[config.mk]
export PLATFORM = sky130hd
export DESIGN_NAME = xaddrgen2d
export DESIGN_NICKNAME = d
export VERILOG_FILES = /design/src/rtl/xaddrgen2d.sv
export SDC_FILE = /design/constraint.sdc
export NUM_CORES = 1
export LEC_CHECK = 0
export ABC_AREA = 1
export CAP_MARGIN = 20
export CORE_ASPECT_RATIO = 0.8
export CORE_UTILIZATION = 50
export DETAILED_ROUTE_END_ITERATION = 8
export HOLD_SLACK_MARGIN = 0.02
export PLACE_DENSITY = 0.7
export SLEW_MARGIN = 15
export SYNTH_ARGS = -nofsm -noshare
export SYNTH_HDL_FRONTEND = slang
export SYNTH_SLANG_ARGS = --single-unit
[constraint.sdc]
create_clock -name clk -period 6.4 [get_ports clk]
set_clock_uncertainty 0.05 [all_clocks]
set_input_delay 0.64 -clock clk [delete_from_list [all_inputs] [get_ports clk]]
set_output_delay 0.64 -clock clk [all_outputs]
set_load 0.05 [all_outputs]
[src/rtl/xaddrgen2d.sv]
// xaddrgen2d -- two-level (nested-loop) address generator for Versat memory units.
//
// Inner loop: each window is `period` cycles long and mem_en is asserted on its first
// `duty` cycles. After `iter_in` windows the outer loop steps once; `iter_out` outer
// steps make up one run. An optional `delay` of idle cycles precedes the first window.
//
// Ports
//   clk, rst_n      clock (rising edge), asynchronous active-low reset
//   init            IDLE only: load start into the address register
//   run             start from IDLE, or seamless restart on the final RUN cycle
//   pause           freeze counters/address/state; masks mem_en
//   abort           return to IDLE next cycle, address held (beats run/pause/init)
//   iter_in/out     inner / outer iteration counts (0 treated as 1)
//   period/duty     window length and enabled cycles per window
//   delay           idle cycles between run and first window
//   start           first address
//   incr            signed step per enabled cycle
//   shift_in/out    signed step at end of each window / end of each inner loop
//   addr            current address (registered)
//   mem_en          address valid
//   done            high while IDLE
module xaddrgen2d #(
    parameter int ADDR_W   = 10,
    parameter int PERIOD_W = 10,
    parameter int ITER_W   = 10
) (
    input  logic                clk,
    input  logic                rst_n,
    input  logic                init,
    input  logic                run,
    input  logic                pause,
    input  logic                abort,
    input  logic [ITER_W-1:0]   iter_in,
    input  logic [ITER_W-1:0]   iter_out,
    input  logic [PERIOD_W-1:0] period,
    input  logic [PERIOD_W-1:0] duty,
    input  logic [PERIOD_W-1:0] delay,
    input  logic [ADDR_W-1:0]   start,
    input  logic [ADDR_W-1:0]   incr,
    input  logic [ADDR_W-1:0]   shift_in,
    input  logic [ADDR_W-1:0]   shift_out,
    output logic [ADDR_W-1:0]   addr,
    output logic                mem_en,
    output logic                done
);

    localparam logic [1:0] S_IDLE  = 2'd0;
    localparam logic [1:0] S_DELAY = 2'd1;
    localparam logic [1:0] S_RUN   = 2'd2;

    logic [1:0]          state;
    logic [PERIOD_W-1:0] per_cnt, dly_cnt;
    logic [ITER_W-1:0]   ic, oc;

    // Shadowed (already clamped) configuration, captured on the accepted run edge.
    logic [PERIOD_W-1:0] per_s, duty_s, delay_s;
    logic [ITER_W-1:0]   itin_s, itout_s;
    logic [ADDR_W-1:0]   incr_s, shin_s, shout_s;

    // Clamped view of the live inputs, only used when loading the shadows.
    logic [PERIOD_W-1:0] per_c, duty_c;
    logic [ITER_W-1:0]   itin_c, itout_c;

    logic                win_end, in_last, out_last, final_cyc, en_win, start_run;
    logic [ADDR_W-1:0]   step;

    always_comb begin
        per_c   = (period == '0) ? PERIOD_W'(1) : period;
        duty_c  = (duty > per_c) ? per_c : duty;
        itin_c  = (iter_in == '0) ? ITER_W'(1) : iter_in;
        itout_c = (iter_out == '0) ? ITER_W'(1) : iter_out;
    end

    assign win_end   = (per_cnt == per_s - PERIOD_W'(1));
    assign in_last   = (ic == itin_s - ITER_W'(1));
    assign out_last  = (oc == itout_s - ITER_W'(1));
    assign final_cyc = (state == S_RUN) && win_end && in_last && out_last;
    assign en_win    = (state == S_RUN) && (per_cnt < duty_s);

    // Restart on the final cycle only counts if that cycle actually completes,
    // i.e. it is not frozen by pause.
    assign start_run = run && ((state == S_IDLE) || (final_cyc && !pause));

    // Wrapping ADDR_W-bit sum; two's complement makes signed steps work unchanged.
    always_comb begin
        step = '0;
        if (en_win)             step = step + incr_s;
        if (win_end)            step = step + shin_s;
        if (win_end && in_last) step = step + shout_s;
    end

    always_ff @(posedge clk or negedge rst_n) begin
        if (!rst_n) begin
            state   <= S_IDLE;
            addr    <= '0;
            per_cnt <= '0;
            dly_cnt <= '0;
            ic      <= '0;
            oc      <= '0;
            per_s   <= '0;
            duty_s  <= '0;
            delay_s <= '0;
            itin_s  <= '0;
            itout_s <= '0;
            incr_s  <= '0;
            shin_s  <= '0;
            shout_s <= '0;
        end else if (abort) begin
            state <= S_IDLE;
        end else if (start_run) begin
            per_s   <= per_c;
            duty_s  <= duty_c;
            delay_s <= delay;
            itin_s  <= itin_c;
            itout_s <= itout_c;
            incr_s  <= incr;
            shin_s  <= shift_in;
            shout_s <= shift_out;
            addr    <= start;
            per_cnt <= '0;
            dly_cnt <= '0;
            ic      <= '0;
            oc      <= '0;
            state   <= (delay != '0) ? S_DELAY : S_RUN;
        end else begin
            case (state)
                S_IDLE: begin
                    if (init) addr <= start;
                end
                S_DELAY: begin
                    if (!pause) begin
                        if (dly_cnt == delay_s - PERIOD_W'(1)) begin
                            dly_cnt <= '0;
                            state   <= S_RUN;
                        end else begin
                            dly_cnt <= dly_cnt + PERIOD_W'(1);
                        end
                    end
                end
                S_RUN: begin
                    if (!pause) begin
                        addr <= addr + step;
                        if (win_end) begin
                            per_cnt <= '0;
                            if (in_last) begin
                                ic <= '0;
                                if (out_last) begin
                                    oc    <= '0;
                                    state <= S_IDLE;
                                end else begin
                                    oc <= oc + ITER_W'(1);
                                end
                            end else begin
                                ic <= ic + ITER_W'(1);
                            end
                        end else begin
                            per_cnt <= per_cnt + PERIOD_W'(1);
                        end
                    end
                end
                default: state <= S_IDLE;
            endcase
        end
    end

    assign mem_en = en_win & ~pause;
    assign done   = (state == S_IDLE);

endmodule

Word-level counts from Yosys, hierarchy flattened
Index checks and enable logic that the tools add are counted.
W data, S select, Z words.
{"block": "totals", "regBits": 132, "elab_cells": 112}
{"block": "classes", "n_eq_ne": 16, "reduce_logical": 26, "add_sub_neg": 11, "bitwise_logic": 3, "order_cmp": 2, "mux": 40}
{"op": "$mux W10", "n": 29}
{"op": "$add A10 B1 Y10 const B", "n": 4}
{"op": "$eq A10 B10 Y1", "n": 4}
{"op": "$sub A10 B1 Y10 const B", "n": 4}
{"op": "$add A10 B10 Y10", "n": 3}
{"op": "$logic_not A10 Y1", "n": 3}
{"op": "$ne A4 B4 Y1 const B", "n": 6}
{"op": "$pmux W10 S2", "n": 1}
{"op": "$mux W2", "n": 9}
{"op": "$gt A10 B10 Y1", "n": 1}
{"op": "$lt A10 B10 Y1", "n": 1}
{"op": "$reduce_bool A10 Y1", "n": 1}
{"op": "$reduce_and A4 Y1", "n": 2}
{"op": "$reduce_bool A2 Y1", "n": 4}
{"op": "$logic_and A1 B1 Y1", "n": 7}
{"op": "$reduce_and A7 Y1", "n": 1}
{"op": "$ne A3 B2 Y1 const B", "n": 2}
{"op": "$pmux W2 S3", "n": 1}
{"op": "$reduce_and A3 Y1", "n": 2}
{"op": "$reduce_and A5 Y1", "n": 1}
{"op": "$ne A3 B3 Y1 const B", "n": 1}
{"op": "$reduce_bool A3 Y1", "n": 1}
{"op": "$eq A2 B1 Y1 const B", "n": 1}
{"op": "$eq A2 B2 Y1 const B", "n": 1}
{"op": "7 further kinds", "n": 8}

Longest topological paths before layout
{"block": "depth", "word_depth": 11, "ltp_mapped": 39, "mapped_depth_nobuf": 38}

Worst setup path after synthesis
OpenSTA, ideal clock, no wires.
{"block": "synth_timing", "path_kind": "register to register", "start": "register per_cnt[5]", "end": "register addr[9]", "setup_time_ps": 123, "n_path_buf": 1, "slack_ps": 1003, "required_ps": 6227, "arrival_time_ps": 5224, "path_stages_with_launch": 36, "cell_sequence": "dfrtp_1 -> ha_1 -> nand2_1 -> inv_1 -> nand2_1 -> nand2_1 -> nand2_1 -> nand3_1 -> clkbuf_1 -> nor2_1 -> ha_1 -> fa_1 -> inv_1 -> o21ai_0 -> inv_1 -> fa_1 -> o31ai_1 -> nand2_1 -> o21ai_0 -> a21oi_1 -> nor2_1 -> nor2_1 -> xor2_1 -> o21ai_0 -> ha_1 -> nand2_1 -> nor2_1 -> nand3_1 -> nand4_1 -> xor2_1 -> inv_1 -> nand4_1 -> nand2_1 -> nand3_1 -> nand3_1 -> a21oi_1"}
{"block": "synth_via", "elab_chain_len": 11}
{"element": "start: declaration", "line": "52", "rtl": "logic [PERIOD_W-1:0] per_cnt, dly_cnt;"}
{"element": "start signal: assignment", "line": "157", "rtl": "per_cnt <= per_cnt + PERIOD_W'(1);"}
{"element": "$lt A10 B10 Y1", "line": "78", "rtl": "assign en_win = (state == S_RUN) && (per_cnt < duty_s);"}
{"element": "$logic_and A1 B1 Y1", "line": "78"}
{"element": "$mux W10", "line": "87", "rtl": "if (en_win) step = step + incr_s;"}
{"element": "$add A10 B10 Y10", "line": "88", "rtl": "if (win_end) step = step + shin_s;"}
{"element": "$mux W10", "line": "88"}
{"element": "$add A10 B10 Y10", "line": "89", "rtl": "if (win_end && in_last) step = step + shout_s;"}
{"element": "$mux W10", "line": "89"}
{"element": "$add A10 B10 Y10", "line": "142", "rtl": "addr <= addr + step;"}
{"element": "$mux W10", "line": "141", "rtl": "if (!pause) begin"}
{"element": "$pmux W10 S2", "line": "126", "rtl": "case (state)"}
{"element": "$mux W10", "line": "110", "rtl": "end else if (start_run) begin"}
{"element": "end signal: assignment", "line": "119", "rtl": "addr <= start;"}
{"element": "end signal: assignment", "line": "128", "rtl": "if (init) addr <= start;"}
{"element": "end signal: assignment", "line": "142"}
{"element": "end: declaration", "line": "42", "rtl": "output logic [ADDR_W-1:0] addr,"}
Parallel ways exist; a longest one is shown, timed or not. The select of a mux whose other input is x is not followed.
A chain may end at the register's enable or synchronous reset.

Final worst setup path
Same ends and word-level chain as after synthesis.

==> results summary <==
The relative slew slack came out at 40.2%. The transition at the pin with the smallest max-transition slack came out at roughly 900 ps. The Yosys step of the flow raised 0 warnings. Once placement completed, the tool counted placed cells totaling between 1500 and 2000. For this design the top-level I/O count stands at about 110. The run finished with clean final reports. The power share of the sequential group is between 30% and 40%.

The final worst-path cycle share is just under 90%. The highest attainable clock frequency is approximately 180 MHz. Entering global routing, the biggest net connects approximately 120 pins. The initial DRC count came out at between 700 and 800.

The synthesized net count is approximately 1400. The vertical extent of the die is ~130 µm. The routed metal-1 wire length came out at roughly 12 mm. The weighted congestion reported at the end of routability-driven placement is between 0.8 and 0.9.

Of the synthesized area, sequential elements account for between 30% and 40%. The maximum vdd ir drop came out at approximately 160 µV. STA puts the critical path data required time at between 6000 and 7000 ps. The quantity of hold-fixing buffers added after cts came out at 0. The total clock sinks is approximately 130. For this design the static power due to leakage is 5.36 nW. The library cell contributing the largest single delay on the critical path is sky130_fd_sc_hd__fa_1. The final setup TNS is 0 ps. Counting along the longest clock path gives a buffer depth of 2. A synthesized cell averages ~7.4 µm². The global route total overflow came out at 0. The routed via count divided by cell count is between 5 and 6.

OpenSTA, run right after detailed placement, puts the worst setup slack at just under 600 ps. Before antenna repair, the detailed router went through 5 iterations. Once layout is complete, the utilization of the core stands at 61.7%. The detailed-route DRC error count is 0.

The filler-free cell count of the finished design is between 1500 and 2000. The least setup slack across all paths after layout came out at a little under 700 ps. The area growth from synthesis to layout is 19.0%. The die outline width is roughly 160 µm. The placed cell area is approximately 11000 µm². The total length of routed met2 wires came out at 9.96 mm. Setup violations remaining at the end of the flow were counted as 0. The total global-route track usage is 25.3%. The effective utilization at floorplan came out at between 50% and 60%. The final antenna diode count came out at 0. The maximum fanout count along the critical path came out at 14. The internal power of the cells totals 0.00224 W.

The post-synthesis sequential element count came out at approximately 130. The min-delay analysis places its worst path in the category in -> async. The count of different cell masters after synthesis came out at 52. The final critical-path required period came out at 5710 ps.

The library cell used most frequently in the layout, excluding fill and tap cells, is sky130_fd_sc_hd__nand2_1. The count of max-cap constraint violations came out at 0. The final routed wirelength across all metal layers is roughly 23 mm. The number of hold-slack violations in the final timing report was 0.

In this run the top signal layer used is met4. The initial antenna violation count came out at 0. For the worst-skew pair, the clock arrives at the later sink with an insertion delay of between 400 and 500 ps.

The number of standard-cell rows in the floorplan is 44. Leaving out fill and tap cells, the most frequent cells in the layout are 354 x sky130_fd_sc_hd__nand2_1, 132 x sky130_fd_sc_hd__dfrtp_1, 128 x sky130_fd_sc_hd__inv_1. Wire segments on met3 add up to 1.03 mm in the final route.

After routing the design area is between 10000 and 15000 µm². The net switching power of the design came out at between 0.0015 and 0.002 W. The first global-routing pass estimated 39.4 mm of wire. Net switching is between 40% and 50% of the power. The part of the total power dissipated in the clock network came out at between 20% and 30%. Cells with a size suffix above 1 make up about 7.3% of the layout.

The worst endpoint data arrival time came out at 6020 ps. In this run the remaining antenna-violating nets after routing total 0. The TritonCTS buffer count is 17. The cell chosen for the clock root is sky130_fd_sc_hd__clkbuf_16. After legalization and detailed placement, the total HPWL measured between 15 and 20 mm. The cell type with the highest occurrence count on the critical path is sky130_fd_sc_hd__nand2_1. The cell count after synthesis came out at ~1300. The floorplan step defined a die boundary enclosing around 20000 µm². The worst setup path is of the reg -> reg kind.

The total vias in the final route came out at roughly 8500. The via count of the first global-routing pass is 7986. The total area inside the core boundary comes to between 15000 and 20000 µm². The delay of the slowest cell on the worst path is about 500 ps. The final layout contains roughly 1500 nets. The worst setup path is launched from a flop. After synthesis the cells add up to roughly 9600 µm².

TritonCTS built the clock tree. The combinational group share of total power came out at roughly two fifths. Power spread over the standard cell area amounts to 330 nW/µm². The clock transition at the registers of the reported paths is about 60 ps.

Setup repair after global routing left no endpoint under its margin. During placement, the flow inserted port buffers numbering 107. The kind of end point of the critical path is a flop. The final routed wire length divided by cell count came out at 14.1 µm. The number of slew-limit violations in the final report came out at 0.

The total number of H-tree levels came out at 4.
[logic make-up after synthesis]
| kind of cell | Yosys count | share of synthesized area, % |
|---|---|---|
| adder cells (fa/ha/maj) | 57 | 7.69 |
| multiplexers | 1 | 0.118 |
| AND/OR/NAND/NOR | 624 | 28.4 |
| flip-flops | 132 | 34.5 |
| XOR/XNOR | 95 | 8.84 |
| AO/OA/AOI/OAI | 202 | 12.8 |
| buffers and inverters | 175 | 7.61 |
[worst max-delay path: cells and delay by family (launching register included)]
kind,cells,cell delay (ps)
adder cells (fa/ha/maj),5,1860
flip-flops,1,460
buffers and inverters,5,460
XOR/XNOR,2,300
AO/OA/AOI/OAI,6,1140
AND/OR/NAND/NOR,17,1370
[final cells by class]
cell class              count  area [µm²]
fillers                  1660        7060
flip-flops and latches    132        3300
clock buffers              18         439
multi-input cells         979        5540
well taps                 253         317
inverters                 141         529
repair buffers            110        1110
clock inverters            14         153
[layer usage]
| layer | GRT usage (%) | vias up |
|---|---|---|
| li1 | - | 4400 |
| met1 | 37.8 | 3896 |
| met2 | 37.6 | 202 |
| met3 | 3.89 | 24 |
| met4 | 7.50 | 0 |
| met5 | 0 | - |
[Yosys cell counts (all sizes together)]
| cell | n | area [µm²] |
|---|---|---|
| a31oi | 4 | 25.0 |
| o21a | 2 | 15.0 |
| fa | 3 | 60.1 |
| a21o | 6 | 45.0 |
| nand4 | 28 | 175 |
| inv | 138 | 518 |
| nand3 | 66 | 360 |
| clkinv | 3 | 11.3 |
| o21ai | 111 | 589 |
| o211ai | 16 | 150 |
| xor2 | 65 | 569 |
| a21boi | 2 | 15.0 |
| nand2 | 362 | 1420 |
| a21oi | 44 | 231 |
| and3b | 1 | 8.76 |
| a211oi | 3 | 22.5 |
| o2111ai | 1 | 8.76 |
| a2111o | 1 | 11.3 |
| a22oi | 1 | 7.51 |
| dfrtp | 132 | 3300 |
| mux2 | 1 | 11.3 |
| ha | 54 | 676 |
| or2 | 12 | 75.1 |
| and3 | 1 | 6.26 |
| a31o | 2 | 17.5 |
| buf | 20 | 146 |
| nand3b | 8 | 60.1 |
| nor2 | 124 | 493 |
| clkbuf | 14 | 52.6 |
| nor4 | 8 | 50.1 |
| xnor2 | 29 | 254 |
| xnor3 | 1 | 22.5 |
| nor3 | 14 | 75.1 |
| o31ai | 7 | 72.6 |
| o22ai | 2 | 12.5 |
[state kept, by name (all words and copies together), names as in the netlist]
name	cells
delay_s	10
addr	10
shin_s	10
shout_s	10
dly_cnt	10
per_s	10
oc	10
duty_s	10
itin_s	10
ic	10
itout_s	10
per_cnt	10
incr_s	10
state	2
[power by group through the flow]
stage          Combinational [W]  Sequential, W  Clock, W
2_1_floorplan            0.00109        0.00128         0
3_3_place_gp             0.00146        0.00127         0
3_5_place_dp             0.00149        0.00127         0
4_1_cts                  0.00150        0.00126   0.00100
5_1_grt                  0.00172        0.00130   0.00104
6_report                 0.00150        0.00127  0.000987
[path summary, 6_finish.rpt]
kind	from	endpoint	slack [ps]	cells after the start
setup / recovery	per_cnt[5]	addr[9]	690	35
max in group asynchronous	rst_n	per_cnt[5]	4800	2
hold / removal	rst_n	itin_s[4]	140	1
hold reg to reg	incr_s[6]	incr_s[6]	420	2
setup reg to reg	per_cnt[5]	addr[9]	690	35
min in group clk	incr_s[6]	incr_s[6]	420	2
[per-stage QoR]
step	hold slack [ps]	total power (W)
after floorplan	294	0.00237
after global placement	412	0.00273
after detailed placement	415	0.00277
after CTS	163	0.00377
after global routing	194	0.00405
final	144	0.00375
[timing repair]
action | CTS | global route
resized for setup | 0 | 3
endpoints found under the setup margin | 0 | 1
setup buffers | 0 | 0
Note: power is estimated with default switching activity, not from simulation.
